==> src/rtl/mem_access_master.sv <==
// mem_access_master: single-outstanding load/store initiator for a 16-bit data memory
module mem_access_master #(
    parameter int DEPTH = 16
) (
    input  logic        clk,
    input  logic        rst,
    input  logic        req_valid,
    output logic        req_ready,
    input  logic [1:0]  req_op,
    input  logic [15:0] req_addr,
    input  logic [15:0] req_wdata,
    input  logic        req_sext,
    output logic        rsp_valid,
    input  logic        rsp_ready,
    output logic [15:0] rsp_data,
    output logic        rsp_store,
    output logic        rsp_err,
    output logic [15:0] mem_addr,
    output logic [15:0] mem_writew,
    output logic [7:0]  mem_writeb,
    output logic [1:0]  mem_memw,
    input  logic [15:0] mem_word,
    input  logic [7:0]  mem_byte
);
    typedef enum logic [1:0] {IDLE, ACCESS, RESP} state_t;
    localparam logic [16:0] LIM = 17'(DEPTH);
    state_t      state_q, state_d;
    logic [1:0]  op_q, op_d;
    logic [15:0] addr_q, addr_d, wdata_q, wdata_d, data_q, data_d;
    logic        sext_q, sext_d, store_q, store_d, err_q, err_d;
    logic        oor;
    logic [15:0] load_val;
    assign oor = {1'b0, req_addr} >= LIM;
    assign load_val = op_q[0] ? {sext_q ? {8{mem_byte[7]}} : 8'h00, mem_byte} : mem_word;
    assign req_ready = state_q == IDLE;
    assign rsp_valid = state_q == RESP;
    assign rsp_data = data_q;
    assign rsp_store = store_q;
    assign rsp_err = err_q;
    assign mem_addr = addr_q;
    assign mem_writew = wdata_q;
    assign mem_writeb = wdata_q[7:0];
    // write strobe exists only in ACCESS for stores; rst gates it so an abort is immediate
    assign mem_memw = (state_q == ACCESS && op_q[1] && !rst) ? (op_q[0] ? 2'b01 : 2'b10) : 2'b00;
    // next-state and response capture
    always_comb begin
        state_d = state_q;
        op_d    = op_q;
        addr_d  = addr_q;
        wdata_d = wdata_q;
        sext_d  = sext_q;
        data_d  = data_q;
        store_d = store_q;
        err_d   = err_q;
        case (state_q)
            IDLE: if (req_valid) begin
                op_d    = req_op;
                addr_d  = req_addr;
                wdata_d = req_wdata;
                sext_d  = req_sext;
                data_d  = 16'h0000;
                store_d = req_op[1];
                err_d   = oor;
                state_d = oor ? RESP : ACCESS;
            end
            ACCESS: begin
                data_d  = op_q[1] ? 16'h0000 : load_val;
                store_d = op_q[1];
                state_d = RESP;
            end
            RESP: state_d = rsp_ready ? IDLE : RESP;
            default: state_d = IDLE;
        endcase
    end
    // state and latched request/response registers
    always_ff @(posedge clk or posedge rst) begin
        if (rst) begin
            state_q <= IDLE;
            op_q    <= 2'b00;
            addr_q  <= 16'h0000;
            wdata_q <= 16'h0000;
            sext_q  <= 1'b0;
            data_q  <= 16'h0000;
            store_q <= 1'b0;
            err_q   <= 1'b0;
        end else begin
            state_q <= state_d;
            op_q    <= op_d;
            addr_q  <= addr_d;
            wdata_q <= wdata_d;
            sext_q  <= sext_d;
            data_q  <= data_d;
            store_q <= store_d;
            err_q   <= err_d;
        end
    end
endmodule

==> config.mk <==
export PLATFORM = sky130hd
export DESIGN_NAME = mem_access_master
export DESIGN_NICKNAME = d
export VERILOG_FILES = /design/src/rtl/mem_access_master.sv
export SDC_FILE = /design/constraint.sdc
export NUM_CORES = 1
export LEC_CHECK = 0
export CORE_ASPECT_RATIO = 1.25
export CORE_UTILIZATION = 39
export CTS_CLUSTER_SIZE = 14
export DETAILED_ROUTE_END_ITERATION = 8
export GPL_ROUTABILITY_DRIVEN = 1
export PLACE_DENSITY = 0.86
export SLEW_MARGIN = 20
export SYNTH_ARGS = -nofsm -noshare
export SYNTH_HDL_FRONTEND = slang
export SYNTH_SLANG_ARGS = --single-unit
==> constraint.sdc <==
create_clock -name clk -period 1.9 [get_ports clk]
set_input_delay 0.38 -clock clk [delete_from_list [all_inputs] [get_ports clk]]
set_output_delay 0.38 -clock clk [all_outputs]
set_load 0.1 [all_outputs]
======== Word level (Yosys, flattened, before mapping) ========
Cells that the tools add are included.
storage, ports and cells
  flip-flop bits (word level) ............. 55
  bits of input ports ..................... 63
  output and inout bits ................... 62
  word-level logic and storage cells ...... 32
operators by class
  $lt $le $gt $ge ......................... 1
  eq/ne operators ......................... 3
  muxes and demuxes ....................... 13
  reduce and logical (&&, ||, !) cells .... 7
operator list
  operator                                                             count
  2-to-1 mux 16 bit                                                    3
  one-hot mux 16 bit (2 select lines)                                  1
  greater-or-equal comparator 16 x 5 -> 1 bit (second input constant)  1
  2-to-1 mux 2 bit                                                     5
  2-to-1 mux 8 bit                                                     1
  one-hot mux 2 bit (3 select lines)                                   1
  AND reduction 2 bit                                                  2
  equality test 2 x 1 -> 1 bit (second input constant)                 1
  equality test 2 bit (second input constant)                          1
  logical AND 1 bit                                                    2
  logical NOT 2 bit                                                    1
  inequality test 2 bit (second input constant)                        1
  one-hot mux 1 bit (2 select lines)                                   1
  nonzero test 2 bit                                                   1
  logical NOT 1 bit                                                    1
  2-to-1 mux 1 bit                                                     1

======== Depth between registers and ports, before layout ========
Gate-level depths: netlist of the first run.
  word-level depth ........................ 4
  gate-level depth with buffers ........... 5
  mapped depth without buffers ............ 3

======== Least setup slack after synthesis of the first run ========
Ideal clock, no wire load.
  path kind ............................... reg-to-output
  from .................................... reg op_q[0]
  to ...................................... out mem_memw[0]
  arrival ................................. 2.826 ns
  required time ........................... 1.520 ns
  setup slack ............................. -1.306 ns
  stages on the path, launching flop included .. 3
  buffers on the path ..................... 1
  path through ............................ dfrtp_1 > clkbuf_1 > nor3b_1
on the way
  cells in the longest elaborated chain, start to end .. 2
RTL lines
  what                           RTL line  RTL
  start, declared                28        logic [1:0] op_q, op_d;
  start signal, assigned         88        op_q <= op_d;
  2-to-1 mux 2 bit (2 in a row)  44        assign mem_memw = (state_q == ACCESS && op_q[1] && !rst) ? (op_q[0] ? 2'b01 : 2'b10) : 2'b00;
  end, declared                  21        output logic [1:0] mem_memw,
No other way between the ends.

======== Worst setup path after layout of the first run ========
  from .................................... reg state_q[1]
  to ...................................... out mem_memw[0]
on the way
  cells in the longest elaborated chain, start to end .. 4
RTL lines
  what                            RTL line  RTL
  start, declared                 27        state_t state_q, state_d;
  start signal, assigned          87        state_q <= state_d;
  equality test 2 x 1 -> 1 bit    44
  logical AND 1 bit (2 in a row)  44
  2-to-1 mux 2 bit                44
No other way between the ends.

==> results.cfg, run 1 <==
[detailed_routing]
routed_wl_um = 5190
num_vias = 1814
wire_per_inst_um = 14.0
dr.pass1.iters = 6
drc = 0
drt_iter0_markers = 49
antenna_left = 0
vias_per_cell = 4.89

[logic_synthesis]
ys_warn_count = 0
syn-cell-area_um2 = 2310
synth_ff_type = dfrtp_1
synth_cell_types = 26
synth_top_area_share_pct = 59.6
synth_edf_count = 0
synthCells = 179
syn_area_per_cell_um2 = 12.9
yosys.area.top_type = dfrtp_1
yosysMostFrequentCell = dfrtp_1
synth_top_cells_by_area = dfrtp_1, mux2_2, mux2i_1, buf_4, o21ai_2
ys_ff_latch = 55
synthesis.nets = 242
synthArstFlopShare_pct = 100
yosysSeqAreaShare_pct = 59.6
yosys-top-cells-count = dfrtp_1, mux2_2, nand2_1, nor2_1, buf_4

[global_route]
grt_usage_pct = 16.6
grt_overflow = 0
grt_pass1_wl_um = 8020
grt_max_degree = 28
grt_pass1_vias = 1708
antenna_found_initial = 0

[sta]
setup_viol = 0
finalMaxSlewViolations = 0
clock_skew_ns = 0.0131
whs_ns = 0.485
rsz0062_at_grt = false
period_needed_ns = 1.83
fin_setup_tns_ns = 0
finalCritPeriodShare_pct = 96.2
slew_headroom_pct = 79.3
max_freq_mhz = 547
tightest_slew_ns = 0.310
finalHoldViolations = 0

[hold_path]
worstHoldPathType = in2async

[worst_setup_path]
startpoint_type = flip-flop
crit_fanout = 7
required_ns = 1.52
endpoint_kind = primary output
rr_worst_depth = 3
r2r_setup_slack_ns = 0.39
r2r-end = mem_writew[3]
critical_path_class = reg2out
reg2reg_from = state_q[0]
cp.arrival_ns = 1.45

[floorplanning]
initial_core_util_pct = 40.2
die_width_um = 70.8
dieHeight_um = 88.0
ioPinCount = 125
die_area_um2 = 6240
core_um2 = 5740
core.rowCount = 31

[placed_design]
portBuffers = 124
place_hpwl_um = 4100
gp_congestion = 0.673

[power_and_ir_drop]
power_density_nw_per_um2 = 1290
vdd_drop_max_mv = 0.783
leakage_nw = 1.70

[finish]
drive_gt1_share_pct = 43.9
fin_nets = 367
area_growth_pct = 62.0
antenna_cells = 0
nFillCells = 475

[clocking]
cts_tree = done
insertion_delay_ns = 0.31
clkSlewWorstSetupHoldPaths_ns = 0.09
cts-root-buf = clkbuf_8
clockBufferDepth = 2
htree_num_levels = 2
cts.sink_count = 55
numCtsBuffers = 5
postCtsSetupRepairBufs = 0

[run]
maxCapViolations = 0

[run_status]
status = completed
[power by group]
part           leakage [nW]  internal (W)  switching, W
registers             0.676       0.00135      0.000121
clock network        0.0644      0.000525      0.000374
logic                 0.955      0.000635       0.00182
total                  1.70       0.00251       0.00232
[stage by stage]
stage / power [W] / cell area, um2 / util, % / setup WS, ns / cells
6_report: 0.00483 / 3740 / 65.2 / 0.0731 / 371
5_1_grt: 0.00499 / 3740 / 65.2 / 0.0181 / 371
4_1_cts: 0.00488 / 3730 / 65.1 / 0.00765 / 371
3_5_place_dp: 0.00397 / 3600 / 62.7 / 0.0148 / 363
3_3_place_gp: 0.00394 / 3600 / 62.7 / 0.0425 / 363
2_1_floorplan: 0.00338 / 2340 / - / -0.0241 / 179
[sequential cells by signal, summed over array words and instances (netlist names)]
signal	flops
sext_q	1
rsp_store	1
mem_writew	16
rsp_data	16
mem_addr	16
state_q	2
rsp_err	1
op_q	2
[logic make-up after synthesis]
logic type	Yosys count	share of synthesized area (%)
AOI/OAI and AO/OA	22	7.10
buffers and inverters	18	4.71
DFF	55	59.6
muxes	43	20.5
and+or+nand+nor	41	8.07
[cells in the final DEF (no fill, tap or decap), types with 2 or more instances in the layout]
cell type / count
clkdlybuf4s50_1: 62
o21ai_2: 8
dfrtp_2: 2
buf_4: 63
o21ai_0: 8
dfrtp_1: 53
clkbuf_8: 5
nand2_1: 17
bufinv_16: 2
nor2_1: 12
or4_1: 2
mux2i_1: 8
mux2_2: 35
buf_12: 9
[worst max-delay path, cell delays in order, from the launching register on]
cell     delay [ns]
dfrtp_2        0.46
inv_1          0.10
nand3_2        0.14
nor3b_4        0.24
buf_12         0.20
[per-layer routing]
| metal | up-vias | track usage, % | wire [um] |
|---|---|---|---|
| met3 | 4 | 5.06 | 360 |
| li1 | 865 | - | - |
| met1 | 876 | 18.1 | 1950 |
| met2 | 69 | 30.9 | 2840 |
| met4 | 0 | 5.27 | 46 |
| met5 | - | 0 | 0 |
[worst max-delay path by stage]
stage	from	endpoint	slack [ns]
floorplan	op_q[0]	mem_memw[0]	-0.02
global placement	req_valid	mem_writew[14]	0.04
detailed placement	req_valid	mem_writew[3]	0.01
CTS	state_q[1]	mem_memw[0]	0.008
global route	state_q[1]	mem_memw[0]	0.02
finish	state_q[1]	mem_memw[0]	0.07
[final cells by class]
class	instances	area [um2]	area share [%]
clock buffer	5	68.8	1.84
multi-input combinational	106	862	23.0
timing repair buffer	134	1270	34.0
tap	66	82.6	2.21
clock inverter	3	67.6	1.81
sequential	55	1380	36.9
inverter	2	7.51	0.201
[timing repair]
item                       in CTS  in global routing
hold buffers                    0                  0
cloned                          0                  0
setup endpoints to repair       1                  2
resized for setup               1                  2
(Power assumes the default switching activity.)
==> inputs of run 2 (changes only) <==
--- a/config.mk
+++ b/config.mk
@@ -5,7 +5,6 @@
 export SDC_FILE = /design/constraint.sdc
 export NUM_CORES = 1
 export LEC_CHECK = 0
-export CORE_ASPECT_RATIO = 1.25
 export CORE_UTILIZATION = 39
 export CTS_CLUSTER_SIZE = 14
 export DETAILED_ROUTE_END_ITERATION = 8
==> results.cfg, run 2 (synthesized netlist as in run 1, its figures left out) <==
[run_status]
status = completed

[clocking]
cts.sink_count = 55
numCtsBuffers = 5
cts_tree = done
htree_num_levels = 2
cts-root-buf = clkbuf_8
insertion_delay_ns = 0.29
ctsHoldBuffers = 0
clkSlewWorstSetupHoldPaths_ns = 0.10
clockBufferDepth = 2

[sta]
finalHoldViolations = 0
fin_setup_tns_ns = 0
slew_headroom_pct = 68.8
setup_viol = 0
period_needed_ns = 1.77
clock_skew_ns = 0.0109
max_freq_mhz = 566
rsz0062_at_grt = false
tightest_slew_ns = 0.464
finalMaxSlewViolations = 0
finalCritPeriodShare_pct = 93.0

[worst_setup_path]
endpoint_kind = primary output
critical_path_class = reg2out
reg2reg_from = state_q[1]
cp.arrival_ns = 1.39
crit_family = flip-flops
crit_chain = inv_1 -> nand3_2 -> nor3b_4 -> buf_12
crit_start = state_q[1]
worst-path-buf-inv = 2
crit_fanout = 2
startpoint_type = flip-flop
cp_slowest_stage_delay_ns = 0.41
required_ns = 1.52
crit_slowest_cell = dfrtp_2

[finish]
final_common_cell = buf_4
area_growth_pct = 61.9
antenna_cells = 0
mostFrequentLayoutCells = buf_4, clkdlybuf4s50_1, dfrtp_1
design_area_um2 = 3740
seq_area_um2 = 1380
multiInputGateArea_um2 = 862
fin_nets = 368
nFillCells = 445
drive_gt1_share_pct = 43.8

[floorplanning]
initial_core_util_pct = 41.2
core_um2 = 5610
dieHeight_um = 79.0
core.rowCount = 27
die_area_um2 = 6230
die_width_um = 79.0
ioPinCount = 125

[detailed_routing]
drc = 0
num_vias = 1846
dr.pass1.iters = 4
antenna_left = 0
routed_wl_um = 5540
drt_iter0_markers = 30
wire_per_inst_um = 14.7
vias_per_cell = 4.88

[placed_design]
portBuffers = 124
placed_area_um2 = 3590
gp_congestion = 0.804
place_hpwl_um = 4370

[hold_path]
min_from = rsp_data[1]
worstHoldPathType = reg2reg

[power_and_ir_drop]
vdd_drop_max_mv = 0.890
leakage_nw = 1.69
power_density_nw_per_um2 = 1290

[global_route]
grt_overflow = 0
grt_max_degree = 38
grt_usage_pct = 18.1
grt_pass1_vias = 1806
grt_pass1_wl_um = 8700
antenna_found_initial = 0

[run]
maxCapViolations = 0
-- run 2: through the flow --
stage	utilization (%)	total power (W)	cells	hold slack [ns]	worst slack, ns
after floorplan	-	0.00338	179	0.481	-0.0241
after global placement	64.1	0.00394	369	0.463	0.0653
after detailed placement	64.1	0.00398	369	0.472	0.0389
after CTS	66.6	0.00487	377	0.492	0.0272
after global routing	66.7	0.00499	378	0.509	0.0663
final	66.7	0.00482	378	0.486	0.132
-- run 2: layout make-up --
class,instances,share of cell area (%)
Multi-Input combinational cell,106,23.1
Tap cell,72,2.41
Timing Repair Buffer,135,33.9
Clock inverter,2,1.61
Clock buffer,6,1.94
Inverter,2,0.201
Sequential cell,55,36.9
-- run 2: what timing repair did --
action / 4_1_cts / 5_1_grt
pin swaps: 1 / 0
resized for setup: 3 / 0
endpoints found under the setup margin: 1 / 1
setup buffers: 0 / 1
-- run 2: where the power goes --
group | internal (W) | total, W | leakage [nW] | switching, W
Combinational | 0.000645 | 0.00248 | 0.952 | 0.00184
Sequential | 0.00135 | 0.00147 | 0.676 | 0.000121
Clock | 0.000527 | 0.000877 | 0.0654 | 0.000350
Total | 0.00252 | 0.00482 | 1.69 | 0.00231
-- run 2: layer usage --
layer  track usage [%]  up-vias  share of wire, %
met5                 0        -                 0
met4              4.00        0              0.99
met3              5.17        6               7.1
met2              33.4       69                53
met1              20.8      907                39
li1                  -      864                 -
-- run 2: worst register-to-register path: stages (launching register included) --
cell,delay [ns]
dfrtp_2,0.41
buf_4,0.16
nor3b_2,0.24
buf_4,0.27
mux2_2,0.37
-- run 2: worst paths after layout --
check | endpoint | cells past startpoint | slack, ns
worst max-delay path | mem_memw[0] | 4 | 0.13
worst min-delay path | rsp_data[1] | 2 | 0.49
worst max register to register | mem_writew[5] | 4 | 0.34
worst min register to register | rsp_data[1] | 2 | 0.49
max in group asynchronous | state_q[1] | 3 | 0.88
min in group asynchronous | mem_addr[6] | 3 | 0.59
==> inputs of run 3 (changes only) <==
--- a/config.mk
+++ b/config.mk
@@ -6,7 +6,7 @@
 export NUM_CORES = 1
 export LEC_CHECK = 0
 export CORE_UTILIZATION = 39
-export CTS_CLUSTER_SIZE = 14
+export CTS_CLUSTER_SIZE = 8
 export DETAILED_ROUTE_END_ITERATION = 8
 export GPL_ROUTABILITY_DRIVEN = 1
 export PLACE_DENSITY = 0.86
==> results of run 3 <==
Same layout as run 2: the final DEF is identical, and so are final timing and power.
==> patch: new RTL, config.mk and constraints of run 3 <==
Put one more register stage on the output `rsp_err`, cleared by the reset. The value now appears one clock later. The other outputs are not delayed to match.
--- a/src/rtl/mem_access_master.sv
+++ b/src/rtl/mem_access_master.sv
@@ -38,3 +38,9 @@
     assign rsp_store = store_q;
-    assign rsp_err = err_q;
+    always_ff @(posedge clk or posedge rst) begin
+        if (rst) begin
+            rsp_err <= '0;
+        end else begin
+            rsp_err <= err_q;
+        end
+    end
     assign mem_addr = addr_q;
Behaviour: not the same (a bounded check fails within 4 cycles, from zero or initial values and one cycle with rst high).
==> patch against run 3 <==
- sequential share of layout area is 1.3 points higher
- power is 6.0% lower
- setup slack worse by 0.057 ns
- count of clock-buffer cells in the layout stayed put
- sequential cell count is 1 higher
- wire length is 5.6% lower
- design area is 1.5% lower
- synthesized cell count is 0.56% higher
- largest cell class unchanged
- critical path type unchanged
- register-to-register slack better by 0.05 ns
- highest routed layer unchanged
- synthesized area is 1.1% higher
- global-route usage is 0.19 points higher
- first-iteration DRC count is 110% higher
==> patch: results (changes against run 3) <==
* Routed wire length at 5232 µm (-5.6%)
* Post-route DRC at 0 (unchanged)
* FILL cells at 435 (-2.2%)
* Clk_lat worst skew at 0.30 ns
* Clock tree buffer depth at 2 (unchanged)
* Number of cells produced by synthesis at 180 (+0.56%)
* Clock transition at the registers of the reported paths at about 0.090 ns
* CP max-delay cell: dfrtp_2
* Total global routing track utilization at 18.33% (+0.19 points)
* WP data arrival at 1.45 ns (+0.06 ns)
* Cell-internal power at 2.251 mW (-11%)
* Violation count after the first detailed-route iteration at 62 (+110%)
* Largest stage delay, worst path at 0.46 ns (+0.05 ns)
* Worst Hold Margin at 0.3888 ns (-0.09751 ns)
* CTS H-tree depth at 2 (unchanged)
* Post-route non-filler standard cell count at 376 (-0.53%)
* # nets final at 367 (-0.27%)
* Worst clock skew at 0.004647 ns (-0.006229 ns)
* Post-synth top cells: dfrtp_1 (56), mux2_2 (35), nand2_1 (17)
* P per Cell Area at 1232 nW/µm² (-4.5%)
* R2r worst-path depth at 3 (-1)
* Count of cell types in the netlist at 26 (unchanged)
* Leakage dissipation at 1.666 nW (-1.6%)
* TritonCTS Buffers at 5 (unchanged)
* Buffer cell driving the clock tree root: clkbuf_8
* Vias in the first global route at 1912 (+5.9%)
* Antenna Diode Count at 0 (unchanged)
* Fraction of registers with async set or reset after synthesis at 100.0% (unchanged)
* Hold depth at 0 (-2)
* Top cells by area, synth: dfrtp_1 (60%), mux2_2 (17%), mux2i_1 (3.4%), buf_4 (3.2%), o21ai_2 (3.0%)
* Outcome: completed
* Port Buf Inserts at 124 (unchanged)
* Fraction of layout cells with a size suffix above 1 at 43.09% (-0.70 points)
* Hold/Removal Path Class: reg -> reg
* Launch instance of the worst min-delay path: err_q$_DFFE_PP0P_
* Drt via density at 4.827 (-1.2%)
* DP Worst Slack at 0.03816 ns (-0.0006935 ns)
* Combinational gate power at 2.45 mW
* Max Transition Viols Final at 0 (unchanged)
* Net count of the mapped netlist at 243 (+0.41%)
* First-pass GRT wire length at 8880 µm (+2.1%)
* Fin crit period at 1.825 ns (+0.05749 ns)
* Placer congestion estimate at 0.7334 (-8.8%)
* Pin count of the biggest net entering global routing at 44 (+16%)
* Sequential share of power at 33.0% (+2.6 points)
* Worst-case headroom to the max-slew limit at 66.42% (-2.4 points)
* Placed wire-length estimate at 4099 µm (-6.1%)
* Peak supply drop at 0.8277 mV (-7.0%)
* Crit-path max FO at 7 (+5)
* Sequential share of the synthesized area at 60.02% (+0.43 points)
* End point of the most critical hold path: rsp_err$_DFF_PP0_
* Slack of the worst reg-to-reg path at 0.39 ns (+0.05 ns)
* Endpoint of the worst-slack reg-to-reg timing path: rsp_data[12]$_DFFE_PP0P_
==> patch: kinds of logic after synthesis <==
kind of cell	after synthesis	synth area share [%]
compound gates	22	7.020
buf+inv	18	4.662
flops	56	60.02
mux	43	20.31
simple gates	41	7.985
==> patch: timing repair <==
| action | CTS | global route |
|---|---|---|
| gates resized for setup | 1 | 2 |
| endpoints found under the setup margin | 1 | 1 |
| hold buffers | 0 | 0 |
==> patch: worst max path at each step <==
| stage | cells past startpoint | to |
|---|---|---|
| floorplan | 2 | mem_memw[0] |
| global placement | 4 | state_q[1]$_DFFE_PP0P_ |
| detailed placement | 4 | mem_writew[3]$_DFFE_PP0P_ |
| CTS | 4 | mem_memw[0] |
| global route | 4 | mem_memw[0] |
| finish | 4 | mem_memw[0] |
==> patch: metrics by stage <==
step	cell area, µm²	utilization (%)	setup TNS (ns)
finish	3682	65.27	0
CTS	3680	65.23	0
global route	3682	65.27	0
detailed placement	3597	63.76	0
floorplan	2362	-	-0.02408
global placement	3597	63.76	0
==> patch: worst max-delay path, delay by kind of cell, from the launching register on <==
family        cells  cell delay, ns
simple gates      2            0.38
buf+inv           2            0.30
flops             1            0.46
==> patch: cell type report <==
| class | count | area share, % |
|---|---|---|
| repair buffers | 133 | 33.71 |
| flip-flops and latches | 56 | 38.12 |
| clock inverters | 1 | 0.1359 |
| clock buffers | 6 | 1.971 |
| well taps | 72 | 2.446 |
| multi-input cells | 106 | 23.41 |
| inverters | 2 | 0.2039 |
==> patch: metal layers <==
metal	GRT usage [%]	vias up	share of wire, %
met5	0	-	0
met1	20.94	865	40
met4	6.909	0	1.7
met3	5.257	8	7.7
li1	-	866	-
met2	32.33	76	51
